[src/rtl/debounce_bank.sv]
// debounce_bank: N-channel button/switch debouncer sharing one millisecond prescaler.
// Each channel: synchroniser, lockout counter, rise/fall pulses and hold-to-repeat pulses.
module debounce_bank #(
  parameter int N               = 4,
  parameter int CLK_KHZ         = 98000,
  parameter int COOLDOWN_MS     = 50,
  parameter int SYNC_STAGES     = 2,
  parameter int REPEAT_DELAY_MS = 500,
  parameter int REPEAT_RATE_MS  = 100
) (
  input  logic         clk,
  input  logic         rst,
  input  logic [N-1:0] in,
  output logic [N-1:0] out,
  output logic [N-1:0] rise,
  output logic [N-1:0] fall,
  output logic [N-1:0] rep,
  output logic         tick
);

  localparam int PW   = (CLK_KHZ > 1) ? $clog2(CLK_KHZ) : 1;
  localparam int CW   = (COOLDOWN_MS > 0) ? $clog2(COOLDOWN_MS + 1) : 1;
  localparam int RMAX = (REPEAT_DELAY_MS > REPEAT_RATE_MS) ? REPEAT_DELAY_MS : REPEAT_RATE_MS;
  localparam int RW   = (RMAX > 0) ? $clog2(RMAX + 1) : 1;

  localparam logic [PW-1:0] PRE_LAST = PW'(CLK_KHZ - 1);
  localparam logic [PW-1:0] PRE_ONE  = PW'(1);
  localparam logic [PW-1:0] PRE_ZERO = PW'(0);
  localparam logic [CW-1:0] CD_LOAD  = CW'(COOLDOWN_MS);
  localparam logic [CW-1:0] CD_ONE   = CW'(1);
  localparam logic [CW-1:0] CD_ZERO  = CW'(0);
  localparam logic [RW-1:0] RC_DELAY = RW'(REPEAT_DELAY_MS);
  localparam logic [RW-1:0] RC_RATE  = RW'(REPEAT_RATE_MS);
  localparam logic [RW-1:0] RC_ONE   = RW'(1);
  localparam logic [RW-1:0] RC_ZERO  = RW'(0);

  if (N < 1) begin : g_bad_n
    $error("debounce_bank: N must be >= 1");
  end
  if (CLK_KHZ < 1) begin : g_bad_clk
    $error("debounce_bank: CLK_KHZ must be >= 1");
  end
  if (SYNC_STAGES < 2) begin : g_bad_sync
    $error("debounce_bank: SYNC_STAGES must be >= 2");
  end

  logic [PW-1:0] pre_cnt_r;

  // Free-running ms prescaler; tick is high the cycle after the count reaches its top
  always_ff @(posedge clk or posedge rst) begin
    if (rst) begin
      pre_cnt_r <= PRE_ZERO;
      tick      <= 1'b0;
    end else begin
      pre_cnt_r <= (pre_cnt_r == PRE_LAST) ? PRE_ZERO : pre_cnt_r + PRE_ONE;
      tick      <= (pre_cnt_r == PRE_LAST);
    end
  end

  for (genvar i = 0; i < N; i++) begin : g_ch
    logic [SYNC_STAGES-1:0] sync_r;
    logic [CW-1:0]          cd_r, cd_nx_s;
    logic [RW-1:0]          rc_r, rc_nx_s;
    logic                   out_r, out_nx_s, rise_r, fall_r, rep_r, rep_nx_s;
    logic                   sync_s, idle_s, change_s;

    assign sync_s   = sync_r[SYNC_STAGES-1];
    assign idle_s   = (cd_r == CD_ZERO);
    assign change_s = idle_s && (sync_s != out_r);

    // Level is only accepted while no lockout runs; lockout counts down on ticks
    always_comb begin
      out_nx_s = out_r;
      cd_nx_s  = cd_r;
      if (idle_s) begin
        out_nx_s = sync_s;
        if (change_s) cd_nx_s = CD_LOAD;
        else          cd_nx_s = cd_r;
      end else if (tick) begin
        cd_nx_s = cd_r - CD_ONE;
      end else begin
        cd_nx_s = cd_r;
      end
    end

    // Repeat: load on the accepted rise (tick ignored there), clear while released
    always_comb begin
      rc_nx_s  = rc_r;
      rep_nx_s = 1'b0;
      if (change_s && sync_s) begin
        rc_nx_s = RC_DELAY;
      end else if (!out_r) begin
        rc_nx_s = RC_ZERO;
      end else if (tick && (rc_r == RC_ONE)) begin
        rep_nx_s = 1'b1;
        rc_nx_s  = RC_RATE;
      end else if (tick && (rc_r > RC_ONE)) begin
        rc_nx_s = rc_r - RC_ONE;
      end else begin
        rc_nx_s = rc_r;
      end
    end

    // Channel state registers
    always_ff @(posedge clk or posedge rst) begin
      if (rst) begin
        sync_r <= {SYNC_STAGES{1'b0}};
        out_r  <= 1'b0;
        cd_r   <= CD_ZERO;
        rc_r   <= RC_ZERO;
        rise_r <= 1'b0;
        fall_r <= 1'b0;
        rep_r  <= 1'b0;
      end else begin
        sync_r <= {sync_r[SYNC_STAGES-2:0], in[i]};
        out_r  <= out_nx_s;
        cd_r   <= cd_nx_s;
        rc_r   <= rc_nx_s;
        rise_r <= change_s && sync_s;
        fall_r <= change_s && !sync_s;
        rep_r  <= rep_nx_s;
      end
    end

    assign out[i]  = out_r;
    assign rise[i] = rise_r;
    assign fall[i] = fall_r;
    assign rep[i]  = rep_r;
  end

endmodule

[config.mk]
export PLATFORM = sky130hd
export DESIGN_NAME = debounce_bank
export DESIGN_NICKNAME = d
export VERILOG_FILES = /design/src/rtl/debounce_bank.sv
export SDC_FILE = /design/constraint.sdc
export NUM_CORES = 1
export LEC_CHECK = 0
export CAP_MARGIN = 20
export CELL_PAD_IN_SITES_DETAIL_PLACEMENT = 0
export CELL_PAD_IN_SITES_GLOBAL_PLACEMENT = 1
export CORE_MARGIN = 1.5
export CORE_UTILIZATION = 40
export DETAILED_ROUTE_END_ITERATION = 6
export DONT_BUFFER_PORTS = 1
export PLACE_DENSITY_LB_ADDON = 0.12
export SLEW_MARGIN = 10
export SYNTH_ARGS = -nofsm -noshare
export SYNTH_HDL_FRONTEND = slang
export SYNTH_SLANG_ARGS = --single-unit
export TNS_END_PERCENT = 100
[constraint.sdc]
create_clock -name clk -period 3.45 [get_ports clk]
set_clock_uncertainty 0.1 [all_clocks]
set_input_delay 0.69 -clock clk [delete_from_list [all_inputs] [get_ports clk]]
set_output_delay 0.69 -clock clk [all_outputs]
set_load 0.02 [all_outputs]
==> flow_summary.toml <==
[critical_path]
crit_chain = "inv_1 -> ha_1 -> or4b_1 -> o31ai_1 -> inv_1 -> o41ai_1"
path_buf_inv = 2
crit_slowest_cell = "or4b_1"
cp-startpoint = "g_ch[1].cd_r[0]$_DFFE_PP0P_"
critPathKind = "reg -> reg"
crit_top_cell = "inv_1"
worstPathArrival_ns = 2.57
r2r_start = "g_ch[1].cd_r[0]$_DFFE_PP0P_"
critPathRequiredTime_ns = 3.58
reg2regPathDepth = 6
crit_family = "compound AO/OA/AOI/OAI gates"
end_kind = "register"
rr_endpoint = "g_ch[1].rc_r[6]$_DFFE_PP0P_"
critical_path.max_fanout = 9
r2r_slack_ns = 1.01
cp-start-kind = "register"
cp_slowest_stage_delay_ns = 0.59

[timing]
slew_headroom_pct = 47.5
period_needed_ns = 2.44
slew_viol_final = 0
finalHoldViolations = 0
timing.setup.tns_ns = 0
tightest_slew_ns = 0.780
finalSetupViolations = 0
min_period_over_period_pct = 70.7
max_freq_mhz = 410
rsz0062_at_grt = "no"

[synth]
async_reset_ff_share_pct = 100
synth.avg_cell_area_sq_um = 10.0
ys_warn_count = 0
synth_cell_types = 68
synth-edff-count = 0
syn_area_sq_um = 5510
yosysSeqAreaShare_pct = 46.3
syn_inst = 551
synth_seq_cells = 102
synth-main-ff-cell = "dfrtp_1"
syn_nets = 574

[drt]
wl_per_cell_um = 16.1
wl_mm = 11.5
via_per_inst = 5.73
ant_nets = 0
remaining_drc_errors = 0
drt_iter0_markers = 370
via_count = 4098
drt_pre_antenna_iters = 5

[cts]
cts_buffer_depth = 2
clock-sinks = 102
holdBufCountCts = 0
path_clk_slew_ns = 0.07
cts_buffers = 9
clock_latency_ns = 0.35
post_cts_buffers = 0
cts_resized = 0
cts_root_buffer = "clkbuf_16"
ctsHtreeMaxLevel = 3
cts_tree = "done"

[pwr]
leakagePower_nw = 2.49
comb_power_share_pct = 27.7
internal_power_mw = 2.48
clock_power_share_pct = 28.3
seq_power_share_pct = 44.0
power_switching_mw = 1.40
ir_drop_mv = 0.314
switching_share_pct = 36.1
power.density_nw_per_um2 = 659

[finish]
final_layout_size_suffix_gt1_share_pct = 8.16
final_common_cell = "dfrtp_1"
area_growth_pct = 7.07
fin_nets = 557
n_antenna_cell = 0
final_cells = 715
mostFrequentLayoutCells = "101 x dfrtp_1, 49 x nor2_1, 35 x inv_1"

[grt]
antenna_found_initial = 0
first_global_vias = 3878
track_usage_pct = 17.0
grt_pass1_wl_mm = 19.3
grt_max_degree = 38
grt.overflow.total = 0

[outcome]
outcome = "completed"

[placed_design]
place_inst = 699
hpwlAfterDp_mm = 7.77
gp_congestion = 0.854
port_buffers = 0

[job]
maxCapViolations = 0

[floorplanning]
core_sq_um = 13300
initial_utilization_pct = 41.3
die_h_um = 120
dieArea_sq_um = 14500
ios = 23
placementRows = 42
die_w_um = 120

[worst_hold_path]
hp-class = "in -> async"
through the flow:
| stage | total power [mW] | hold slack [ns] | util (%) | worst slack, ns | cell area [sq um] |
|---|---|---|---|---|---|
| final | 3.89 | 0.241 | 44.2 | 1.01 | 5900 |
| after global routing | 4.15 | 0.237 | 44.2 | 0.834 | 5900 |
| after CTS | 3.92 | 0.247 | 44.2 | 1.01 | 5900 |
| after detailed placement | 2.79 | 0.238 | 41.8 | 1.03 | 5580 |
| after global placement | 2.80 | 0.237 | 41.8 | 1.05 | 5580 |
| after floorplan | 2.60 | 0.231 | - | 1.34 | 5510 |
cell usage after synthesis (all sizes together), types with 3 or more instances:
master	number	area (sq um)
clkbuf	13	48.8
mux2i	14	140
o41ai	6	90.1
nor4	19	140
o31ai	10	75.1
buf	21	149
nand2	21	78.8
a221o	3	30.0
or4	8	63.8
a21oi	17	85.1
a21o	4	30.0
nor3	25	125
mux2	4	45.0
nor2b	6	37.5
o211ai	6	45.0
nand3	17	85.1
a41oi	4	35.0
nor2	49	184
or3b	3	26.3
a31oi	12	75.1
o311ai	3	26.3
o21bai	7	52.6
xnor2	18	158
nand4	16	100
a211oi	4	30.0
and2	3	20.0
nand2b	3	18.8
ha	17	213
o41a	3	33.8
xor2	8	70.1
or4b	6	60.1
inv	36	135
or2	3	18.8
dfrtp	102	2550
o21ai	18	90.1
or3	7	43.8
and3	6	37.5
registers in the layout, indices dropped and copies added (netlist names):
signal	cells
tick	1
g_ch.cd_r	24
g_ch.rc_r	36
g_ch.rep_r	4
g_ch.out_r	4
g_ch.rise_r	4
g_ch.fall_r	4
pre_cnt_r	17
g_ch.sync_r	8
kinds of logic after synthesis:
| family | Yosys count | synth area share (%) |
|---|---|---|
| AO/OA/AOI/OAI | 117 | 16.0 |
| XOR/XNOR | 26 | 4.13 |
| adder cells (fa/ha/maj) | 17 | 3.86 |
| buffers and inverters | 71 | 6.11 |
| flip-flops | 102 | 46.3 |
| multiplexers | 18 | 3.36 |
| AND/OR/NAND/NOR | 200 | 20.2 |
power by group through the flow:
stage / sequential (mW) / combinational [mW] / clock [mW]
after floorplan: 1.56 / 1.03 / 0
after global placement: 1.72 / 1.07 / 0
after detailed placement: 1.72 / 1.07 / 0
after CTS: 1.70 / 1.07 / 1.14
after global routing: 1.75 / 1.21 / 1.19
final: 1.71 / 1.08 / 1.10
final cells by class:
cell class / instances / area (sq um)
Clock buffer: 12 / 246
Clock inverter: 4 / 70.1
Fill cell: 1286 / 7450
Inverter: 37 / 143
Multi-Input combinational cell: 378 / 2620
Sequential cell: 102 / 2550
Tap cell: 176 / 220
Timing Repair Buffer: 6 / 45.0
worst register-to-register path, delay by kind of cell (launching register included):
family,cells,cell delay [ns]
AOI/OAI and AO/OA,2,0.93
adders and majority gates,1,0.14
buffers and inverters,2,0.18
DFF,1,0.40
and+or+nand+nor,1,0.59
per-layer routing:
metal | global-route usage (%) | routed length [um] | vias up | part of all wire [%]
li1 | - | - | 1996 | -
met1 | 23.5 | 5740 | 1998 | 50
met2 | 25.4 | 5100 | 88 | 44
met3 | 4.43 | 475 | 16 | 4.1
met4 | 6.84 | 203 | 0 | 1.8
met5 | 0 | 0 | - | 0
how the worst max path moves through the flow:
stage,end,slack [ns],cells past startpoint
3_5_place_dp,g_ch[1].rc_r[6]$_DFFE_PP0P_,1.03,6
3_3_place_gp,g_ch[1].rc_r[6]$_DFFE_PP0P_,1.05,6
5_1_grt,g_ch[1].rc_r[6]$_DFFE_PP0P_,0.83,6
4_1_cts,g_ch[1].rc_r[6]$_DFFE_PP0P_,1.01,6
6_report,g_ch[1].rc_r[6]$_DFFE_PP0P_,1.01,6
2_1_floorplan,g_ch[2].rc_r[6]$_DFFE_PP0P_,1.34,5
No activity file was read; power rests on OpenSTA's default activity.
